==> src/rtl/reset_ctrl_pkg.sv <==
// rtl/reset_ctrl_pkg.sv - shared state encoding and tick defaults for the reset button controller
package reset_ctrl_pkg;

    typedef enum logic [2:0] {
        ST_POR   = 3'd0,
        ST_IDLE  = 3'd1,
        ST_PRESS = 3'd2,
        ST_LOAD  = 3'd3,
        ST_LONG  = 3'd4,
        ST_HOLD  = 3'd5
    } state_t;

    localparam int DEF_TICK_DIV   = 50000;
    localparam int DEF_POR_TICKS  = 100;
    localparam int DEF_LONG_TICKS = 1000;
    localparam int DEF_LOAD_TICKS = 2;
    localparam int DEF_HOLD_TICKS = 20;

    function automatic int max_ticks(input int a, input int b, input int c, input int d);
        int m;
        m = a;
        if (b > m) m = b;
        if (c > m) m = c;
        if (d > m) m = d;
        return m;
    endfunction

endpackage

==> src/rtl/reset_tick_gen.sv <==
// rtl/reset_tick_gen.sv - free-running prescaler producing a one-cycle timing tick
module reset_tick_gen #(
    parameter int TICK_DIV = reset_ctrl_pkg::DEF_TICK_DIV
) (
    input  logic clk,
    input  logic reset_n,
    output logic tick
);

    localparam int PW = (TICK_DIV > 1) ? $clog2(TICK_DIV) : 1;
    localparam logic [PW-1:0] LAST = PW'(TICK_DIV - 1);

    logic [PW-1:0] presc_q;
    logic [PW-1:0] presc_d;

    always_comb begin
        presc_d = (presc_q == LAST) ? '0 : presc_q + PW'(1);
        tick    = (presc_q == LAST);
    end

    always_ff @(posedge clk or negedge reset_n) begin
        if (!reset_n) begin
            presc_q <= '0;
        end else begin
            presc_q <= presc_d;
        end
    end

endmodule

==> src/rtl/reset_button_ctrl.sv <==
// rtl/reset_button_ctrl.sv - classifies button presses into LOAD pulses or held system resets
module reset_button_ctrl
    import reset_ctrl_pkg::*;
#(
    parameter int TICK_DIV   = DEF_TICK_DIV,
    parameter int POR_TICKS  = DEF_POR_TICKS,
    parameter int LONG_TICKS = DEF_LONG_TICKS,
    parameter int LOAD_TICKS = DEF_LOAD_TICKS,
    parameter int HOLD_TICKS = DEF_HOLD_TICKS
) (
    input  logic clk,
    input  logic reset_n,
    input  logic reset_button,
    output logic sys_reset,
    output logic load,
    output logic busy
);

    localparam int CNT_W = $clog2(max_ticks(POR_TICKS, LONG_TICKS, LOAD_TICKS, HOLD_TICKS)) + 1;
    localparam logic [CNT_W-1:0] CNT_MAX = '1;
    localparam logic [CNT_W-1:0] POR_T   = CNT_W'(POR_TICKS);
    localparam logic [CNT_W-1:0] LONG_T  = CNT_W'(LONG_TICKS);
    localparam logic [CNT_W-1:0] LOAD_T  = CNT_W'(LOAD_TICKS);
    localparam logic [CNT_W-1:0] HOLD_T  = CNT_W'(HOLD_TICKS);

    logic             tick;
    logic [1:0]       sync_q, sync_d;
    logic             btn_s;
    state_t           state_q, state_d;
    logic [CNT_W-1:0] cnt_q, cnt_d;
    logic             sys_reset_q, sys_reset_d;
    logic             load_q, load_d;
    logic             busy_q, busy_d;

    reset_tick_gen #(
        .TICK_DIV(TICK_DIV)
    ) u_tick_gen (
        .clk    (clk),
        .reset_n(reset_n),
        .tick   (tick)
    );

    assign btn_s = sync_q[1];

    always_comb begin
        sync_d  = {sync_q[0], reset_button};
        state_d = state_q;
        case (state_q)
            ST_POR:   if (cnt_q >= POR_T) state_d = btn_s ? ST_LONG : ST_IDLE;
            ST_IDLE:  if (btn_s) state_d = ST_PRESS;
            // The long threshold is tested first so a simultaneous release still yields a full reset.
            ST_PRESS: begin
                if (cnt_q >= LONG_T)  state_d = ST_LONG;
                else if (!btn_s)      state_d = ST_LOAD;
            end
            ST_LOAD:  if (cnt_q >= LOAD_T) state_d = ST_IDLE;
            ST_LONG:  if (!btn_s) state_d = ST_HOLD;
            ST_HOLD: begin
                if (btn_s)                state_d = ST_LONG;
                else if (cnt_q >= HOLD_T) state_d = ST_IDLE;
            end
            default:  state_d = ST_POR;
        endcase

        if (state_d != state_q)
            cnt_d = '0;
        else if (tick && (cnt_q != CNT_MAX))
            cnt_d = cnt_q + CNT_W'(1);
        else
            cnt_d = cnt_q;

        // Outputs are decoded from the next state so they switch on the same edge as the state.
        sys_reset_d = (state_d == ST_POR) || (state_d == ST_LONG) || (state_d == ST_HOLD);
        load_d      = (state_d == ST_LOAD);
        busy_d      = (state_d != ST_IDLE);
    end

    always_ff @(posedge clk or negedge reset_n) begin
        if (!reset_n) begin
            sync_q      <= '0;
            state_q     <= ST_POR;
            cnt_q       <= '0;
            sys_reset_q <= 1'b1;
            load_q      <= 1'b0;
            busy_q      <= 1'b1;
        end else begin
            sync_q      <= sync_d;
            state_q     <= state_d;
            cnt_q       <= cnt_d;
            sys_reset_q <= sys_reset_d;
            load_q      <= load_d;
            busy_q      <= busy_d;
        end
    end

    assign sys_reset = sys_reset_q;
    assign load      = load_q;
    assign busy      = busy_q;

endmodule

==> config.mk <==
export PLATFORM = sky130hd
export DESIGN_NAME = reset_button_ctrl
export DESIGN_NICKNAME = d
export VERILOG_FILES = /design/src/rtl/reset_ctrl_pkg.sv /design/src/rtl/reset_tick_gen.sv /design/src/rtl/reset_button_ctrl.sv
export SDC_FILE = /design/constraint.sdc
export NUM_CORES = 1
export LEC_CHECK = 0
export BUFFER_PORTS_ARGS = -buffer_cell sky130_fd_sc_hd__buf_2
export CAP_MARGIN = 40
export CORE_MARGIN = 4
export CORE_UTILIZATION = 65
export DETAILED_ROUTE_END_ITERATION = 12
export PLACE_DENSITY = 0.83
export SETUP_SLACK_MARGIN = 0.02
export SKIP_CTS_REPAIR_TIMING = 1
export SYNTH_ARGS = -nofsm -noshare
export SYNTH_HDL_FRONTEND = slang
export SYNTH_HIERARCHICAL = 1
export SYNTH_SLANG_ARGS = --single-unit
==> constraint.sdc <==
create_clock -name clk -period 4.7 [get_ports clk]
set_input_delay 1.41 -clock clk [delete_from_list [all_inputs] [get_ports clk]]
set_output_delay 1.41 -clock clk [all_outputs]
set_load 0.02 [all_outputs]
# Yosys cells after proc, flatten, opt, wreduce, memory -nomap -nowiden
# Index checks and enable logic that the tools add are counted.
[classes]
order_cmp = 4
n_eq_ne = 12
addsub = 2
n_reduce_logical = 6
n_mux = 13
[op_table]
columns = ["op", "n"]
rows = [
  ["3-bit 2-to-1 mux", 9],
  ["11-bit 2-to-1 mux", 2],
  ["3-bit one-hot mux with 6 select lines", 1],
  ["16-bit by 1-bit adder with 16-bit output, second input constant", 1],
  ["16-bit equality test, second input constant", 1],
  ["16-bit 2-to-1 mux", 1],
  ["3-bit equality test, second input constant", 4],
  ["11-bit by 1-bit adder with 11-bit output, second input constant", 1],
  ["11-bit by 10-bit greater-or-equal comparator with 1-bit output, second input constant", 1],
  ["11-bit by 2-bit greater-or-equal comparator with 1-bit output, second input constant", 1],
  ["11-bit by 5-bit greater-or-equal comparator with 1-bit output, second input constant", 1],
  ["11-bit by 7-bit greater-or-equal comparator with 1-bit output, second input constant", 1],
  ["11-bit != test, second input constant", 1],
  ["3-bit by 2-bit equality test with 1-bit output, second input constant", 3],
  ["3-bit zero test", 2],
  ["3-bit by 1-bit equality test with 1-bit output, second input constant", 1],
  ["3-bit by 1-bit != test with 1-bit output, second input constant", 1],
  ["3-bit != test", 1],
  ["1-bit logical OR", 2],
  ["2-bit nonzero test", 1],
  ["1-bit logical AND", 1],
]
[totals]
regBits = 35
word_cells = 44
out_inout_bits = 3

# Longest topological paths before layout
[depth]
word_depth = 7
ltp_mapped = 10

# Cells and area by module
# Netlist, hierarchy kept.
[by_module_without_submodules]
columns = ["mod", "cells_each", "seq_area_each_um2", "n_inst", "area_per_inst_um2"]
rows = [
  ["reset_button_ctrl", 120, 478.0, 1, 1141.1],
  ["reset_tick_gen", 67, 400.4, 1, 762.0],
]

# Least setup slack after synthesis
# No wires, ideal clock.
[synth_path]
path_kind = "reg2reg"
start = "register cnt_q[7]"
end = "register cnt_q[2]"
path_stages_with_launch = 7
t_arrival_ps = 2196
setup_slack_ps = 2415
synth_period_minus_slack_ps = 2285
path_buffers = 1
cell_sequence = "dfrtp_1 -> or4_4 -> o41ai_2 -> a21oi_1 -> or4b_4 -> buf_6 -> a211oi_4"
[synth_via]
elab_chain_len = 6
word_cells_on_any_way = 15
classes_between = "order compare: 4; eq/ne: 2; mux: 7; reduce/logical: 2"
[synth_rtl]
columns = ["item", "line", "rtl"]
rows = [
  ["start, declared", "reset_button_ctrl.sv:30", "logic [CNT_W-1:0] cnt_q, cnt_d;"],
  ["start signal, assigned", "reset_button_ctrl.sv:89", "cnt_q <= cnt_d;"],
  ["11-bit by 5-bit greater-or-equal comparator with 1-bit output", "reset_button_ctrl.sv:60", "else if (cnt_q >= HOLD_T) state_d = ST_IDLE;"],
  ["3-bit 2-to-1 mux", "reset_button_ctrl.sv:60", ""],
  ["3-bit 2-to-1 mux", "reset_button_ctrl.sv:59", "if (btn_s) state_d = ST_LONG;"],
  ["3-bit one-hot mux with 6 select lines", "reset_button_ctrl.sv:48", "case (state_q)"],
  ["3-bit != test", "reset_button_ctrl.sv:65", "if (state_d != state_q)"],
  ["11-bit 2-to-1 mux or 2-bit nonzero test (tied branches)", "n/a", ""],
]
# Parallel ways exist; a longest one is shown, timed or not.
# A chain may end at the register's enable or synchronous reset.

# Worst setup path after layout
[layout_path]
start = "register cnt_q[7]"
end = "register cnt_q[4]"
# The elaborated chain is that of the path after synthesis.

==> results by group <==
Outcome
  – Status: finished clean

Routing
  – Detailed-route via count: around 1400
  – # DRC: 0
  – Via density per instance: around 6.4
  – Antenna viol nets, final: 0
  – TritonRoute pass-1 iters: 4
  – Final WL: around 3500 um
  – DR WL/cell: ~16 um
  – Drt initial violations: 91

Synthesis
  – Cells after synthesis: 187
  – Syn_nets: just under 200
  – Synth Warn #: 6
  – Async set-reset flop share out of synthesis: 1.000
  – #FFs+latches synth: 35
  – Register area share after synthesis: 0.4615
  – Distinct cells, synth: 53
  – Cell type with the largest total area after synthesis: dfrtp_1
  – Post-synth top area share: 0.4339
  – Post-synth EDFFs: 0
  – Synth top area cells: dfrtp_1 (43%), xor2_1 (6.0%), nor2_1 (4.3%)
  – Avg Cell Area, Syn: just over 10 um2
  – Most used flip-flop cell after synthesis: dfrtp_1
  – Netlist Area Pre-Place: 1903 um2

Worst setup path
  – FF-to-FF path depth: 5
  – R2r endpoint: cnt_q[4]$_DFFE_PN0P_
  – Worst Setup EP: cnt_q[4]$_DFFE_PN0P_
  – Max incr delay on CP: about 640 ps
  – Buf/Inv on CP: 0
  – Cell family with most CP delay: simple AND/OR/NAND/NOR gates
  – CP endpoint kind: flop
  – Critical path startpoint category: flop
  – Crit path max-delay cell type: or4b_4
  – Critical path depth in cells: 5
  – Worst EP required: a little under 5000 ps
  – Worst R2R Start: cnt_q[7]$_DFFE_PN0P_
  – Crit path DAT: 2690 ps
  – CP max FO: 11
  – CP Cell Sequence: or4_4, o41ai_2, a21oi_1, or4b_4, nor3_1
  – Flop2flop setup slack: approximately 2300 ps
  – Critical path class: flop to flop
  – Critical path startpoint: cnt_q[7]$_DFFE_PN0P_

Die
  – Full die area: ~3900 um2
  – Core Rows: 19
  – IO Pins: 6
  – Initial Utilization: 0.6842
  – Die width: a little over 60 um
  – Die H: between 60 and 70 um
  – CORE AREA: approximately 2800 um2

Timing
  – Slew headroom: 0.5080
  – RSZ-0062 raised after global routing: no
  – Crit share post-route: 0.5210
  – Fmax: between 400 and 500 MHz
  – Min Tclk post-route: approximately 2400 ps
  – Worst Tran Pin Value: between 700 and 800 ps
  – Clock skew: 13.38 ps
  – Final hold violation count: 0
  – Pins Over Slew Limit: 0
  – Hold slack: around 370 ps
  – # setup viols final: 0
  – Post-route setup TNS: 0 ps

Global routing
  – Largest net degree at the start of global routing: 36
  – Met3 Track Usage GR: 0.05766
  – GRT overflow: 0
  – First-pass GRT wire length: ~6200 um
  – Total Routing Usage GR: 0.1968
  – Vias in the first global route: around 1400
  – Antenna violations before repair: 0
  – GR Layer Usage met1: 0.2571
  – Grt peak-use layer: met2
  – Met2 global-route usage: 0.2915

Placement
  – Final GP Congestion: between 0.8 and 0.9
  – HPWL Detailed: about 2400 um
  – Port buffer count: 5

CTS
  – Max Buffers Root-to-Sink: 2
  – Clock transition at path regs: ~90 ps
  – CTS buffer count: 5
  – CTS tree: yes
  – Clock sink count: 35
  – Clk_lat worst skew: ~340 ps
  – Clock root cell: clkbuf_4
  – H-tree Lvls: 2

Layout
  – Fillers: 210
  – Nets: 196
  – Most common cell after layout, fill and taps aside: dfrtp_1
  – Share of layout cells above drive strength 1: 0.1675
  – Most frequent cells in the layout: dfrtp_1 (33), nor2_1 (22), xor2_1 (13)
  – Fin util: 0.7072
  – Area grow syn2layout: 3.353%
  – # diodes: 0

Pwr
  – PwrDens: approximately 250 nW/um2
  – P_leak: approximately 0.9 nW
  – Max VDD drop: between 0.2 and 0.25 mV

Flow run
  – Max-Cap Viols: 0

Min path
  – HP Start: sync_q[0]$_DFF_PN0_
  – Tightest Hold Check Type: flop to flop
==> logic make-up after synthesis <==
kind of cell	count (synthesis)	synth area share
compound gates	29	0.1151
xor+xnor	18	0.08284
fa+ha+maj	3	0.01973
buf+inv	15	0.04799
flops	35	0.4615
mux	1	0.005260
simple gates	86	0.2676
==> layout make-up <==
type | count | area (um2) | share of cell area
clock buffer | 8 | 68.82 | 0.03499
inverter | 6 | 22.52 | 0.01145
multi-input combinational | 137 | 933.4 | 0.4746
sequential | 35 | 878.3 | 0.4466
tap | 31 | 38.79 | 0.01972
timing repair buffer | 5 | 25.02 | 0.01272
==> where the power goes <==
| group | internal (mW) | switching (mW) |
|---|---|---|
| sequential | 0.302 | 0.000969 |
| clock | 0.0880 | 0.0926 |
| combinational | 0.00159 | 0.00653 |
| total | 0.391 | 0.100 |
==> worst reg2reg max path: stages, from the launching register on <==
cell and delay [ps]:
dfrtp_1 450, or4_4 600, o41ai_2 350, a21oi_1 110, or4b_4 640, nor3_1 220
==> flip-flops by register name, summed over array words and instances, names as in the netlist <==
register,cells
sys_reset,1
busy,1
load,1
cnt_q,11
state_q,3
u_tick_gen/presc_q,16
sync_q,2
==> worst min-delay path by stage <==
stage | end | cells past startpoint
floorplan | sync_q[1]$_DFF_PN0_ | 0
global placement | sync_q[1]$_DFF_PN0_ | 0
detailed placement | sync_q[1]$_DFF_PN0_ | 0
CTS | sync_q[1]$_DFF_PN0_ | 0
global route | sync_q[1]$_DFF_PN0_ | 0
finish | sync_q[1]$_DFF_PN0_ | 0
==> cell usage after synthesis, drive strengths merged (2+ instances only) <==
cell     n
inv      6
xor2    13
and2b    2
and3     5
nand2   12
o21ai    5
o41ai    2
nand4    7
and2     5
or4b     2
nand3    8
dfstp    2
dfrtp   33
ha       3
nand2b   2
buf      6
clkbuf   2
o211ai   2
and4     8
o311a    2
a31oi    2
nor2    22
a22oi    2
nor2b    4
a21oi    7
xnor2    5
a211oi   2
==> metrics by stage <==
step	std cells	setup slack, ps	cell area [um2]	total power [mW]
after global routing	222	2050	1967	0.5162
after detailed placement	214	2295	1898	0.3173
after CTS	222	2259	1967	0.4976
after global placement	214	2287	1898	0.3168
after floorplan	187	2415	1903	0.3101
final	222	2251	1967	0.4916
==> per-layer routing <==
metal	routed length (um)	up-vias	share of wire
li1	-	670	-
met1	1567	694	0.45
met2	1633	50	0.47
met3	180	16	0.052
met4	104	0	0.030
met5	0	-	0
(Power assumes the default switching activity.)
